$ cat src/rtl/rand_arb_pkg.sv
// Shared types and constants for the round-robin random-value arbiter.
package rand_arb_pkg;

  localparam int RAND_W_DEF = 16;
  localparam int MAX_REQ    = 8;
  localparam int IDX_W      = $clog2(MAX_REQ);

  typedef enum logic [1:0] {
    IDLE    = 2'd0,
    ADVANCE = 2'd1,
    DELIVER = 2'd2
  } arb_state_e;

endpackage

$ cat src/rtl/rand_arbiter_rr_pick.sv
// Combinational round-robin picker: first asserted request at or after i_ptr, wrapping.
module rr_pick
  import rand_arb_pkg::*;
#(
  parameter int NUM_REQ = 4
) (
  input  logic [NUM_REQ-1:0] i_req,
  input  logic [IDX_W-1:0]   i_ptr,
  output logic [IDX_W-1:0]   o_idx,
  output logic               o_valid
);

  // Smallest wrapped distance from the pointer wins.
  always_comb begin
    int w_best;
    int w_dist;
    logic w_hit;
    w_best  = NUM_REQ;
    w_dist  = 0;
    w_hit   = 1'b0;
    o_idx   = {IDX_W{1'b0}};
    o_valid = |i_req;
    for (int i = 0; i < NUM_REQ; i++) begin
      w_dist = (i >= int'(i_ptr)) ? (i - int'(i_ptr)) : (i + NUM_REQ - int'(i_ptr));
      w_hit  = i_req[i] && (w_dist < w_best);
      w_best = w_hit ? w_dist : w_best;
      o_idx  = w_hit ? IDX_W'(i) : o_idx;
    end
  end

endmodule

$ cat src/rtl/rand_arbiter.sv
// Round-robin arbiter sharing one LFSR; one advance per grant, fresh value to the winner.
// Optional build macro RAND_ARB_FREERUN_EN: LFSR also free-runs while IDLE.
module rand_arbiter
  import rand_arb_pkg::*;
#(
  parameter int NUM_REQ = 4,
  parameter int RAND_W  = RAND_W_DEF
) (
  input  logic               clk_i,
  input  logic               rst_ni,
  input  logic               pause_i,
  input  logic [NUM_REQ-1:0] req_i,
  output logic [NUM_REQ-1:0] gnt_o,
  output logic [RAND_W-1:0]  rand_o,
  output logic               busy_o,
  output logic               lfsr_next_o,
  input  logic [RAND_W-1:0]  lfsr_rand_i
);

  arb_state_e       r_state;
  arb_state_e       w_state_next;
  logic [IDX_W-1:0] r_ptr;
  logic [IDX_W-1:0] r_winner;
  logic [IDX_W-1:0] w_ptr_adv;
  logic [IDX_W-1:0] w_pick_ptr;
  logic [IDX_W-1:0] w_pick_idx;
  logic             w_pick_valid;
  logic             w_arb_go;
  logic             w_idle_next;

`ifdef RAND_ARB_FREERUN_EN
  assign w_idle_next = rst_ni;
`else
  assign w_idle_next = 1'b0;
`endif

  assign w_ptr_adv  = (r_winner == IDX_W'(NUM_REQ - 1)) ? {IDX_W{1'b0}} : (r_winner + IDX_W'(1));
  // Back-to-back re-arbitration in DELIVER already uses the pointer being written this cycle.
  assign w_pick_ptr = (r_state == DELIVER) ? w_ptr_adv : r_ptr;
  assign w_arb_go   = w_pick_valid & ~pause_i;

  rr_pick #(
    .NUM_REQ (NUM_REQ)
  ) u_rr_pick (
    .i_req   (req_i),
    .i_ptr   (w_pick_ptr),
    .o_idx   (w_pick_idx),
    .o_valid (w_pick_valid)
  );

  always_ff @(posedge clk_i or negedge rst_ni) begin
    if (!rst_ni) begin
      r_state <= IDLE;
    end else begin
      r_state <= w_state_next;
    end
  end

  always_comb begin
    w_state_next = r_state;
    case (r_state)
      IDLE:    w_state_next = w_arb_go ? ADVANCE : IDLE;
      ADVANCE: w_state_next = DELIVER;
      DELIVER: w_state_next = w_arb_go ? ADVANCE : IDLE;
      default: w_state_next = IDLE;
    endcase
  end

  always_ff @(posedge clk_i or negedge rst_ni) begin
    if (!rst_ni) begin
      r_ptr    <= {IDX_W{1'b0}};
      r_winner <= {IDX_W{1'b0}};
    end else begin
      if (r_state == DELIVER) begin
        r_ptr <= w_ptr_adv;
      end
      if (((r_state == IDLE) || (r_state == DELIVER)) && w_arb_go) begin
        r_winner <= w_pick_idx;
      end
    end
  end

  always_comb begin
    gnt_o       = {NUM_REQ{1'b0}};
    lfsr_next_o = 1'b0;
    busy_o      = (r_state != IDLE);
    case (r_state)
      IDLE:    lfsr_next_o = w_idle_next;
      ADVANCE: lfsr_next_o = 1'b1;
      DELIVER: begin
        // A winner that dropped its request forfeits the value.
        for (int i = 0; i < NUM_REQ; i++) begin
          gnt_o[i] = (r_winner == IDX_W'(i)) & req_i[i];
        end
      end
      default: lfsr_next_o = 1'b0;
    endcase
    rand_o = (|gnt_o) ? lfsr_rand_i : {RAND_W{1'b0}};
  end

endmodule

$ cat config.mk
export PLATFORM = sky130hd
export DESIGN_NAME = rand_arbiter
export DESIGN_NICKNAME = d
export VERILOG_FILES = /design/src/rtl/rand_arb_pkg.sv /design/src/rtl/rand_arbiter_rr_pick.sv /design/src/rtl/rand_arbiter.sv
export SDC_FILE = /design/constraint.sdc
export NUM_CORES = 1
export LEC_CHECK = 0
export BUFFER_PORTS_ARGS = -buffer_cell sky130_fd_sc_hd__buf_4
export CORE_ASPECT_RATIO = 1.25
export CORE_MARGIN = 2
export CORE_UTILIZATION = 47
export CTS_BUF_LIST = sky130_fd_sc_hd__clkbuf_16
export CTS_CLUSTER_DIAMETER = 40
export CTS_CLUSTER_SIZE = 8
export DETAILED_ROUTE_END_ITERATION = 8
export GPL_TIMING_DRIVEN = 0
export PLACE_DENSITY_LB_ADDON = 0.05
export SETUP_SLACK_MARGIN = 0.4
export SYNTH_ARGS = -nofsm -noshare
export SYNTH_HDL_FRONTEND = slang
export SYNTH_SLANG_ARGS = --single-unit
$ cat constraint.sdc
create_clock -name clk_i -period 6.55 [get_ports clk_i]
set_clock_uncertainty 0.15 [all_clocks]
set_input_delay 0.9825 -clock clk_i [delete_from_list [all_inputs] [get_ports clk_i]]
set_output_delay 0.9825 -clock clk_i [all_outputs]
set_load 0.05 [all_outputs]
---- Word-level counts from Yosys, hierarchy flattened ----
Cells that the tools add are included.
storage, ports and cells
  bits in registers ....................... 8
  output and inout bits ................... 22
cells by class
  add/subtract/negate cells ............... 9
  $lt $le $gt $ge ......................... 8
  equal/unequal tests ..................... 5
  muxes and demuxes ....................... 17
  bitwise operators ....................... 6
  reductions and logical operators ........ 12
operator list
  operator             number
  $mux 32              7
  $lt 32x32->1         3
  $lt 32x4->1 const B  1
  $mux 16              1
  $sub 3x3->4 const A  4
  $mux 3               4
  $reduce_or 4->1      2
  $sub 1x3->4 const A  2
  $sub 2x3->4 const A  2
  $eq 3x2->1 const B   2
  $ge 1x3->1 const A   2
  $ge 2x3->1 const A   2
  $and 1x1->1          5
  $logic_and 1x1->1    5
  $mux 4               1
  $pmux 2 s2           1
  $add 3x1->3 const B  1
  $eq 3x1->1 const B   1
  $logic_not 3->1      1
  $mux 1               3
  $eq 2x1->1 const B   1
  $eq 2x2->1 const B   1
  $logic_not 2->1      1
  $reduce_bool 2->1    1
  3 further kinds      3

---- Longest topological paths before layout ----
Gate-level depths: netlist of run 1.
  depth in word-level cells ............... 17
  mapped depth ............................ 25
  depth with buffers taken out ............ 25

---- Hierarchy ----
From an unflattened synthesis of run 1, not the netlist that was laid out.
second synthesis, totals
  cell total of the unflattened synthesis .. 149
  area total of the unflattened synthesis .. 1248.7 um^2
modules (own cells, without submodules)
  module        times used  cells each  area an instance (um^2)  seq. area each (um^2)
  rr_pick       1           94          705.7                    0.0
  rand_arbiter  1           55          543.0                    200.2

---- Worst setup path after synthesis of run 1 ----
Ideal clock, no wire load.
  path type ............................... flip-flop to flip-flop
  start ................................... register r_state[0]
  end ..................................... register r_winner[1]
  data arrival time ....................... 4.617 ns
  data required time ...................... 6.259 ns
  slack ................................... 1.641 ns
  stages on the path, launching flop included .. 25
  period minus slack after synthesis ...... 4.909 ns
  cell sequence ........................... dfrtp_1 > nand2b_1 > buf_2 > mux2i_1 > inv_1 > ha_1 > nand2_1 > ha_1 > a311o_1 > and3_4 > a31o_1 > o21ai_1 > ha_1 > nor4bb_1 > a32o_1 > o21ai_1 > a31o_2 > a21boi_1 > a22oi_1 > ha_1 > nor3b_1 > o211ai_1 > a211oi_1 > a21oi_1 > o211ai_1
between the ends
  word-level cells in the longest chain between the ends .. 16
  elaborated cells between the ends (all ways) .. 34
RTL lines
  item                                       RTL line                    RTL
  from (decl)                                rand_arbiter.sv:20          arb_state_e r_state;
  from (signal assigned)                     rand_arbiter.sv:55          r_state <= w_state_next;
  $eq 2x2->1 (*)                             rand_arbiter.sv:39          assign w_pick_ptr = (r_state == DELIVER) ? w_ptr_adv : r_ptr;
  $mux 3 (*)                                 -
  via u_rr_pick.i_ptr[1]                     rand_arbiter_rr_pick.sv:8   input logic [IDX_W-1:0] i_ptr,
  $sub 3x3->4, or another cell as far along  rand_arbiter_rr_pick.sv:24  w_dist = (i >= int'(i_ptr)) ? (i - int'(i_ptr)) : (i + NUM_REQ - int'(i_ptr));
  $mux 32                                    rand_arbiter_rr_pick.sv:24
  $lt 32x4->1                                rand_arbiter_rr_pick.sv:25  w_hit = i_req[i] && (w_dist < w_best);
  $logic_and 1x1->1                          rand_arbiter_rr_pick.sv:25
  $mux 32                                    rand_arbiter_rr_pick.sv:26  w_best = w_hit ? w_dist : w_best;
  $lt 32x32->1                               rand_arbiter_rr_pick.sv:25
  $logic_and 1x1->1                          rand_arbiter_rr_pick.sv:25
  $mux 32                                    rand_arbiter_rr_pick.sv:26
  $lt 32x32->1                               rand_arbiter_rr_pick.sv:25
  $logic_and 1x1->1                          rand_arbiter_rr_pick.sv:25
  $mux 32                                    rand_arbiter_rr_pick.sv:26
  $lt 32x32->1                               rand_arbiter_rr_pick.sv:25
  $logic_and 1x1->1                          rand_arbiter_rr_pick.sv:25
  $mux 3 (*)                                 rand_arbiter_rr_pick.sv:27  o_idx = w_hit ? IDX_W'(i) : o_idx;
  to (signal assigned)                       rand_arbiter.sv:72          r_winner <= {IDX_W{1'b0}};
  to (signal assigned)                       rand_arbiter.sv:78          r_winner <= w_pick_idx;
  to (decl)                                  rand_arbiter.sv:23          logic [IDX_W-1:0] r_winner;
The timed path passes the listed nets; every way through them passes the cells marked *.
A chain may end at the register's enable or synchronous reset.

---- Worst setup path after layout of run 1 ----
  start ................................... register r_state[0]
  end ..................................... register r_winner[0]
Same word-level chain as after synthesis.

==> flow_summary.yaml, run 1 <==
setup_path:
  crit_path_max_incr_delay_ns: 0.41
  path_cells: "nand2b_1 > buf_2 > mux2i_1 > inv_1 > ha_1 > nand2_1 > ha_1 > a311o_1 > and3_4 > a31o_1 > o21ai_1 > ha_1 > nor4bb_1 > a32o_1 > o21ai_1 > a31o_2 > a21boi_1 > a22oi_1 > ha_1 > nor3b_1 > o211ai_1 > a211oi_1 > a21oi_1 > o211ai_1"
  critPathArrivalTime_ns: 5.61
  path_max_fanout: 10
  endpoint_kind: "flop"
  required_ns: 6.50
  worst-path-buf-inv: 2
  r2r_start: "r_state[0]"
  cpLargestDelayFamily: "compound AO/OA/AOI/OAI gates"
  critPathLaunch: "r_state[0]"
  crit_type: "reg -> reg"
  crit_top_cell: "ha_1"
  critPathLaunchType: "flop"
  critPathSlowestCell: "dfrtp_1"
power_and_ir_drop:
  p_leak_nw: 0.761
  p_per_area_nw_per_um2: 391
  peakVddDrop_uv: 251
layout:
  drive_above_1_share_pct: 32.9
  fillCellCount: 156
  area.growth.synth_to_final_pct: 42.4
  post-route-util_pct: 71.5
  insertedDiodeCount: 0
  nets: 212
logic_synthesis:
  avgSynthCellArea_um2: 7.98
  ys_ff_latch: 7
  muxShareOfSynthArea_pct: 3.98
  yosysUniqueCellTypes: 41
  synth-simple-area-share_pct: 33.5
  synth_top_area_cell: "ha_1"
  synth_area_um2: 1010
  synth-async-reset-ratio_pct: 100
  dominantRegCellSynth: "dfrtp_1"
  synth-xor-area-share_pct: 0.871
  synth-edff-count: 0
  synth-adder-area-share_pct: 19.7
  synth_top_area_share_pct: 18.7
  synth_top_family_by_area: "simple AND/OR/NAND/NOR gates"
  yosysSeqAreaShare_pct: 17.4
  syn_inst: 126
  synth_compound_area_share_pct: 17.3
  synthTopCellsByArea: "ha_1 19%, dfrtp_1 17%, and2_1 11%"
  synth_warnings: 0
  syn_nets: 164
drt:
  postRouteAntennaNets: 0
  vias: 1042
  wl_mm: 2.73
  post-route-drc-count: 0
  vias_per_cell: 5.40
  drt_iter0_drc: 23
  wl_met2_mm: 1.36
  met3_length_um: 145
  wl_per_cell_um: 14.2
  drt-pass1-iter-count: 4
  dr.max_layer_used: "met4"
  met1Wirelength_mm: 1.14
clock_tree:
  path_clk_slew_ns: 0.03
  cts_tree: "done"
  cts.sinks: 7
  cts_resized: 0
  cts_hold_buf: 0
  htreeDepth: 1
  post_cts_buffers: 0
  clock_latency_ns: 0.23
  cts.root.buffer_cell: "clkbuf_16"
  cts_buffer_depth: 2
  cts_buffers: 3
timing:
  rsz0062_at_grt: "no"
  period_share_pct: 86.5
  setup_viol: 0
  slew_viol_final: 0
  max_freq_mhz: 176
  finalHoldViolations: 0
  max-slew-margin-rel_pct: 67.3
  setup-tns-final_ns: 0
  tightest_slew_ns: 0.484
  min_period_ns: 5.67
worst_hold_path:
  min_path_type: "reg -> reg"
  worstHoldStart: "r_state[1]"
grt:
  grtUsageTotal_pct: 23.0
  grt_max_degree: 11
  grt_antenna_before_repair: 0
  grt_first_pass_wirelength_mm: 4.33
  grt-ovfl-total: 0
  grt_pass1_vias: 1030
die:
  initial_core_util_pct: 50.2
  io_pins: 45
  dieWidth_um: 45.4
  fp-row-count: 18
  die_area_um2: 2530
  die_h_um: 55.7
  core_area_um2: 2000
flow_run:
  cap_violations: 0
placed_design:
  dp_hpwl_mm: 2.33
  numPortBuffers: 43
  place_congestion: 0.928
outcome:
  status: "complete, no violations"
## final timing paths
kind | slack [ns] | to | cells past startpoint
max | 0.88 | r_winner[0] | 24
min | 0.34 | r_state[1] | 1
max reg2reg | 0.88 | r_winner[0] | 24
min reg2reg | 0.34 | r_state[1] | 1
max in group asynchronous | 5.73 | r_winner[0] | 1
min in group asynchronous | 0.40 | r_winner[1] | 1
## report_power, final
| part | internal (W) | total, W | switching, W |
|---|---|---|---|
| registers | 0.0000575 | 0.0000721 | 0.0000147 |
| clock network | 0.0000794 | 0.000103 | 0.0000240 |
| logic | 0.000167 | 0.000385 | 0.000218 |
## cell families (layout without fill, tap and decap cells)
family | after synthesis | in the layout
muxes | 3 | 3
DFF | 7 | 7
adders and majority gates | 16 | 16
and+or+nand+nor | 56 | 56
buffers and inverters | 19 | 66
xor gates and xnor gates | 1 | 1
AOI/OAI and AO/OA | 24 | 24
## Yosys cell counts (all sizes together), types with 2 or more instances
master	instances
mux2	2
nor2b	4
clkbuf	2
nand2	9
a21oi	4
dfrtp	7
nor2	7
a31o	3
o211ai	4
nand3	8
inv	15
buf	2
o21ai	3
or2	2
and2	18
ha	15
## placed cells by master, fill, tap and decap left out, types with 2 or more instances in the layout
master	netlist	routed
nand3_1	7	7
nand2_1	9	9
nor2_1	7	7
buf_4	0	43
inv_1	15	16
mux2_4	2	2
a21oi_1	4	4
a31o_2	2	2
and2_1	18	18
clkbuf_16	0	3
o21ai_1	2	2
o211ai_1	4	4
clkbuf_1	2	2
ha_1	15	15
dfrtp_1	7	7
buf_2	2	2
nor2b_1	4	4
## layout make-up
type | count | area [um^2] | area share (%)
Timing Repair Buffer | 43 | 323 | 22.5
Sequential cell | 7 | 175 | 12.2
Clock inverter | 1 | 3.75 | 0.262
Buffer | 4 | 17.5 | 1.22
Multi-Input combinational cell | 100 | 757 | 52.8
Tap cell | 20 | 25.0 | 1.75
Inverter | 15 | 56.3 | 3.93
Clock buffer | 3 | 75.1 | 5.24
## sequential cells by signal, summed over array words and instances, names as in the netlist
signal    cells
r_ptr         3
r_state       2
r_winner      2
## metal layers
layer,vias to the layer above,GRT usage (%)
li1,534,-
met1,461,27.3
met3,10,6.17
met4,0,9.66
met5,-,0
met2,37,37.4
## metrics by stage
stage	cells	power (W)	hold slack [ns]	worst slack (ns)	instance area, um^2
after CTS	193	0.000560	0.340	0.885	1430
after global placement	189	0.000445	0.329	0.933	1350
final	193	0.000560	0.339	0.883	1430
after global routing	193	0.000606	0.375	0.485	1430
after detailed placement	189	0.000454	0.336	0.893	1350
after floorplan	126	0.000363	0.365	1.64	1010
No activity file was read; power rests on OpenSTA's default activity.
==> run 2, diff against run 1 <==
- CELL_PAD_IN_SITES_DETAIL_PLACEMENT: not set -> 1
- CELL_PAD_IN_SITES_GLOBAL_PLACEMENT: not set -> 1
- CORE_UTILIZATION: 47 -> 33
==> run 2 against run 1 <==
Critical endpoint is now r_winner[1]. Sequential power up 0.7%. Core utilization down 22 points. Hold slack better by 0.0058 ns. Clock-buffer cell count unchanged. Critical path depth unchanged.
==> flow_summary.yaml, run 2 (synthesis gave the netlist of run 1 again) <==
timing:
  holdWs_ns: 0.345
  slew_viol_final: 0
  rsz0062_at_grt: "no"
  setup-tns-final_ns: 0
  tightest_slew_ns: 0.585
  min_period_ns: 5.72
  max-slew-margin-rel_pct: 60.5
  period_share_pct: 87.4
  max_freq_mhz: 175
  setup_viol: 0
  finalHoldViolations: 0
layout:
  final_cell_mix: "43 x buf_4, 18 x and2_1, 16 x inv_1"
  final_common_cell: "buf_4"
  area.growth.synth_to_final_pct: 44.8
  largestRegisters: "r_ptr: 3 flops, r_state: 2 flops, r_winner: 2 flops"
  nets: 212
  drive_above_1_share_pct: 33.5
  regArea_um2: 175
  largest_reg_flops: 3
  multi_input_area_um2: 761
  insertedDiodeCount: 0
  post-route-util_pct: 49.9
  fillCellCount: 377
  regMostFlops: "r_ptr"
power_and_ir_drop:
  pwr-share-comb_pct: 69.4
  p_per_area_nw_per_um2: 395
  total_power_w: 0.000575
  intPower_w: 0.000306
  peakVddDrop_uv: 350
  seqPwrFrac_pct: 12.6
  p_leak_nw: 0.757
  p_clk_share_pct: 18.0
  sw_frac_of_total_pct: 46.7
  p_switching_w: 0.000268
drt:
  postRouteAntennaNets: 0
  drt_iter0_drc: 10
  wl_per_cell_um: 15.9
  post-route-drc-count: 0
  drt-pass1-iter-count: 4
  vias_per_cell: 5.10
  wl_mm: 3.32
  vias: 1065
clock_tree:
  cts_buffer_depth: 2
  cts_tree: "done"
  cts.root.buffer_cell: "clkbuf_16"
  cts.sinks: 7
  post_cts_buffers: 0
  path_clk_slew_ns: 0.03
  cts_buffers: 3
  htreeDepth: 1
  cts_hold_buf: 0
  cts_resized: 0
  clock_latency_ns: 0.23
setup_path:
  critPathArrivalTime_ns: 5.66
  crit_type: "reg -> reg"
  critPathLaunchType: "flop"
  path_max_fanout: 10
  required_ns: 6.48
  reg2reg_depth: 24
  endpoint_kind: "flop"
die:
  dieWidth_um: 53.4
  fp-row-count: 22
  io_pins: 45
  core_area_um2: 2920
  die_h_um: 65.7
  die_area_um2: 3510
  initial_core_util_pct: 34.5
outcome:
  status: "complete, no violations"
placed_design:
  numPortBuffers: 43
  dp_hpwl_mm: 2.85
  place_congestion: 0.794
flow_run:
  cap_violations: 0
grt:
  grtUsageTotal_pct: 21.1
  grt-ovfl-total: 0
  grt_first_pass_wirelength_mm: 5.41
  grt_pass1_vias: 1178
  grt_max_degree: 11
  grt_antenna_before_repair: 0
worst_hold_path:
  hold_depth: 1
  min_path_type: "reg -> reg"
run 2: through the flow:
| stage | setup WS (ns) | cell area, um^2 | cells |
|---|---|---|---|
| finish | 0.827 | 1460 | 209 |
| global route | 0.431 | 1460 | 209 |
| CTS | 0.683 | 1450 | 209 |
| detailed placement | 0.738 | 1370 | 205 |
| global placement | 0.871 | 1370 | 205 |
| floorplan | 1.64 | 1010 | 126 |
run 2: critical path, cell delays in order, from the launching register on:
cell and delay [ns]:
dfrtp_1 0.42, nand2b_1 0.19, buf_2 0.24, mux2i_2 0.34
inv_1 0.20, ha_1 0.36, nand2_1 0.09, ha_1 0.30
a311o_1 0.19, and3_4 0.23, a31o_1 0.23, o21ai_1 0.09
ha_1 0.31, nor4bb_1 0.22, a32o_1 0.21, o21ai_1 0.08
a31o_2 0.30, a21boi_1 0.15, a22oi_1 0.15, ha_1 0.27
nor3b_1 0.14, o211ai_1 0.22, a211oi_1 0.08, a21oi_1 0.25
o211ai_1 0.14
run 2: worst paths after layout:
path                       slack [ns]     endpoint  startpoint
max                              0.83  r_winner[1]  r_state[0]
min                              0.34   r_state[1]  r_state[1]
max reg2reg                      0.83  r_winner[1]  r_state[0]
min reg2reg                      0.34   r_state[1]  r_state[1]
max in group asynchronous        5.72  r_winner[0]      rst_ni
min in group asynchronous        0.41     r_ptr[2]      rst_ni
run 2: per-layer routing:
| metal | GRT usage (%) | vias up | part of all wire, % |
|---|---|---|---|
| met5 | 0 | - | 0 |
| met4 | 2.88 | 0 | 0 |
| met3 | 4.32 | 0 | 2.7 |
| met2 | 40.7 | 18 | 56 |
| met1 | 23.2 | 512 | 41 |
| li1 | - | 535 | - |
run 2: final cells by class:
type / count / share of cell area, %
buffer: 4 / 1.20
clock buffer: 3 / 5.15
clock inverter: 1 / 0.258
inverter: 15 / 3.87
multi-input combinational: 100 / 52.2
sequential: 7 / 12.0
tap: 36 / 3.09
timing repair buffer: 43 / 22.2
run 2: power groups by stage:
| stage | clock, W | combinational, W | sequential, W |
|---|---|---|---|
| 6_report | 0.000104 | 0.000399 | 0.0000726 |
| 3_5_place_dp | 0 | 0.000397 | 0.0000724 |
| 2_1_floorplan | 0 | 0.000294 | 0.0000691 |
| 5_1_grt | 0.000109 | 0.000448 | 0.0000755 |
| 4_1_cts | 0.000106 | 0.000400 | 0.0000720 |
| 3_3_place_gp | 0 | 0.000385 | 0.0000716 |
==> run 3, diff against run 2 <==
- CELL_PAD_IN_SITES_DETAIL_PLACEMENT: 1 -> 0
- CORE_UTILIZATION: 33 -> 34
- CTS_BUF_LIST: sky130_fd_sc_hd__clkbuf_16 -> sky130_fd_sc_hd__clkbuf_8
==> run 3 against run 2 <==
Total power decreased by 9.3%. Non-clock buffer count unchanged. Global-route usage decreased by 1.1 points. First-iteration DRC count increased by 50%. Critical path type unchanged. Sequential share of layout area increased by 0.32 points. Wire length decreased by 8.8%. Die area decreased by 2.7%. Sequential power decreased by 1%. Flip-flop and latch count unchanged.
==> flow_summary.yaml, run 3 (synthesis gave the netlist of run 1 again) <==
outcome:
  status: "complete, no violations"
die:
  core_area_um2: 2890
  fp-row-count: 22
  initial_core_util_pct: 34.8
  die_area_um2: 3410
  io_pins: 45
  die_h_um: 64.8
  dieWidth_um: 52.7
layout:
  regMostFlops: "r_ptr"
  fillCellCount: 302
  area.growth.synth_to_final_pct: 41.0
  largestRegisters: "r_ptr: 3 flops, r_state: 2 flops, r_winner: 2 flops"
  final_area_um2: 1420
  largest_reg_flops: 3
  insertedDiodeCount: 0
  regArea_um2: 175
  final_cell_mix: "43 x buf_4, 18 x and2_1, 16 x inv_1"
  drive_above_1_share_pct: 32.9
  final_common_cell: "buf_4"
  multi_input_area_um2: 757
  nets: 212
setup_path:
  reg2reg_depth: 24
  crit_top_cell: "ha_1"
  crit_type: "reg -> reg"
  critPathArrivalTime_ns: 5.66
  worst-path-buf-inv: 2
  crit_path_max_incr_delay_ns: 0.45
  path_cells: "nand2b_1 > buf_2 > mux2i_1 > inv_1 > ha_1 > nand2_1 > ha_1 > a311o_1 > and3_4 > a31o_1 > o21ai_1 > ha_1 > nor4bb_1 > a32o_1 > o21ai_1 > a31o_2 > a21boi_1 > a22oi_1 > ha_1 > nor3b_1 > o211ai_1 > a211oi_1 > a21oi_1 > o211ai_1"
  critPathLaunchType: "flop"
  endpoint_kind: "flop"
  path_max_fanout: 10
  required_ns: 6.48
  worstSetupPathDepth: 24
  critPathSlowestCell: "dfrtp_1"
  cpLargestDelayFamily: "compound AO/OA/AOI/OAI gates"
power_and_ir_drop:
  p_leak_nw: 0.746
  p_clk_share_pct: 11.8
  intPower_w: 0.000266
  seqPwrFrac_pct: 13.8
  p_switching_w: 0.000255
  pwr-share-comb_pct: 74.5
  p_per_area_nw_per_um2: 367
  peakVddDrop_uv: 210
  total_power_w: 0.000521
  sw_frac_of_total_pct: 49.0
clock_tree:
  cts_buffers: 3
  cts_buffer_depth: 2
  clock_latency_ns: 0.23
  cts_hold_buf: 0
  cts.sinks: 7
  cts_tree: "done"
  post_cts_buffers: 0
  cts.root.buffer_cell: "clkbuf_8"
  cts_resized: 0
  path_clk_slew_ns: 0.04
  htreeDepth: 1
timing:
  rsz0062_at_grt: "no"
  max-slew-margin-rel_pct: 61.8
  holdWs_ns: 0.360
  setup-tns-final_ns: 0
  max_freq_mhz: 175
  min_period_ns: 5.72
  period_share_pct: 87.4
  setup_viol: 0
  setup_ws_ns: 0.827
  tightest_slew_ns: 0.566
  slew_viol_final: 0
  finalHoldViolations: 0
placed_design:
  dpl-instance-area_um2: 1370
  dp_hpwl_mm: 2.65
  place_congestion: 0.839
  numPortBuffers: 43
  place_ws_ns: 0.776
grt:
  grt-ovfl-total: 0
  grt_antenna_before_repair: 0
  grt_pass1_vias: 1084
  grtUsageTotal_pct: 20.0
  grt_first_pass_wirelength_mm: 5.03
  grt_max_degree: 11
drt:
  drt_iter0_drc: 15
  vias: 1072
  drt-pass1-iter-count: 4
  post-route-drc-count: 0
  wl_mm: 3.03
  postRouteAntennaNets: 0
  vias_per_cell: 5.13
  wl_per_cell_um: 14.5
worst_hold_path:
  hold_depth: 1
  min_path_type: "reg -> reg"
flow_run:
  cap_violations: 0
-- run 3: cell counts in the layout (fill, tap and decap cells not counted) --
Identical to the previous run, type by type.
-- run 3: metal layers --
metal	GRT usage [%]	share of wire [%]	up-vias
met5	0	0	-
met4	5.77	1.4	0
met3	3.69	3.5	7
met2	40.2	60	26
met1	19.7	35	509
li1	-	-	530
-- run 3: through the flow --
stage                     instances  util [%]
after CTS                       209      49.1
after detailed placement        205      47.5
after global placement          205      47.5
final                           209      49.1
after floorplan                 126         -
after global routing            209      49.1
-- run 3: final timing paths --
| kind | endpoint | startpoint | slack, ns |
|---|---|---|---|
| worst max-delay path | r_winner[0] | r_state[0] | 0.83 |
| worst min-delay path | r_state[1] | r_state[1] | 0.36 |
| worst max register to register | r_winner[0] | r_state[0] | 0.83 |
| worst min register to register | r_state[1] | r_state[1] | 0.36 |
| max in group asynchronous | r_winner[1] | rst_ni | 5.73 |
| min in group asynchronous | r_ptr[2] | rst_ni | 0.40 |
-- run 3: power by group through the flow --
stage / sequential (W) / combinational [W] / clock (W)
floorplan: 0.0000691 / 0.000294 / 0
global route: 0.0000745 / 0.000431 / 0.0000665
global placement: 0.0000726 / 0.000384 / 0
detailed placement: 0.0000727 / 0.000390 / 0
CTS: 0.0000721 / 0.000391 / 0.0000626
finish: 0.0000718 / 0.000388 / 0.0000613
-- run 3: area by class of cell --
class | count | area share, %
multi-input cells | 100 | 53.4
flip-flops and latches | 7 | 12.3
clock buffers | 3 | 2.91
plain buffers | 4 | 1.23
clock inverters | 1 | 0.265
inverters | 15 | 3.97
repair buffers | 43 | 22.8
well taps | 36 | 3.17
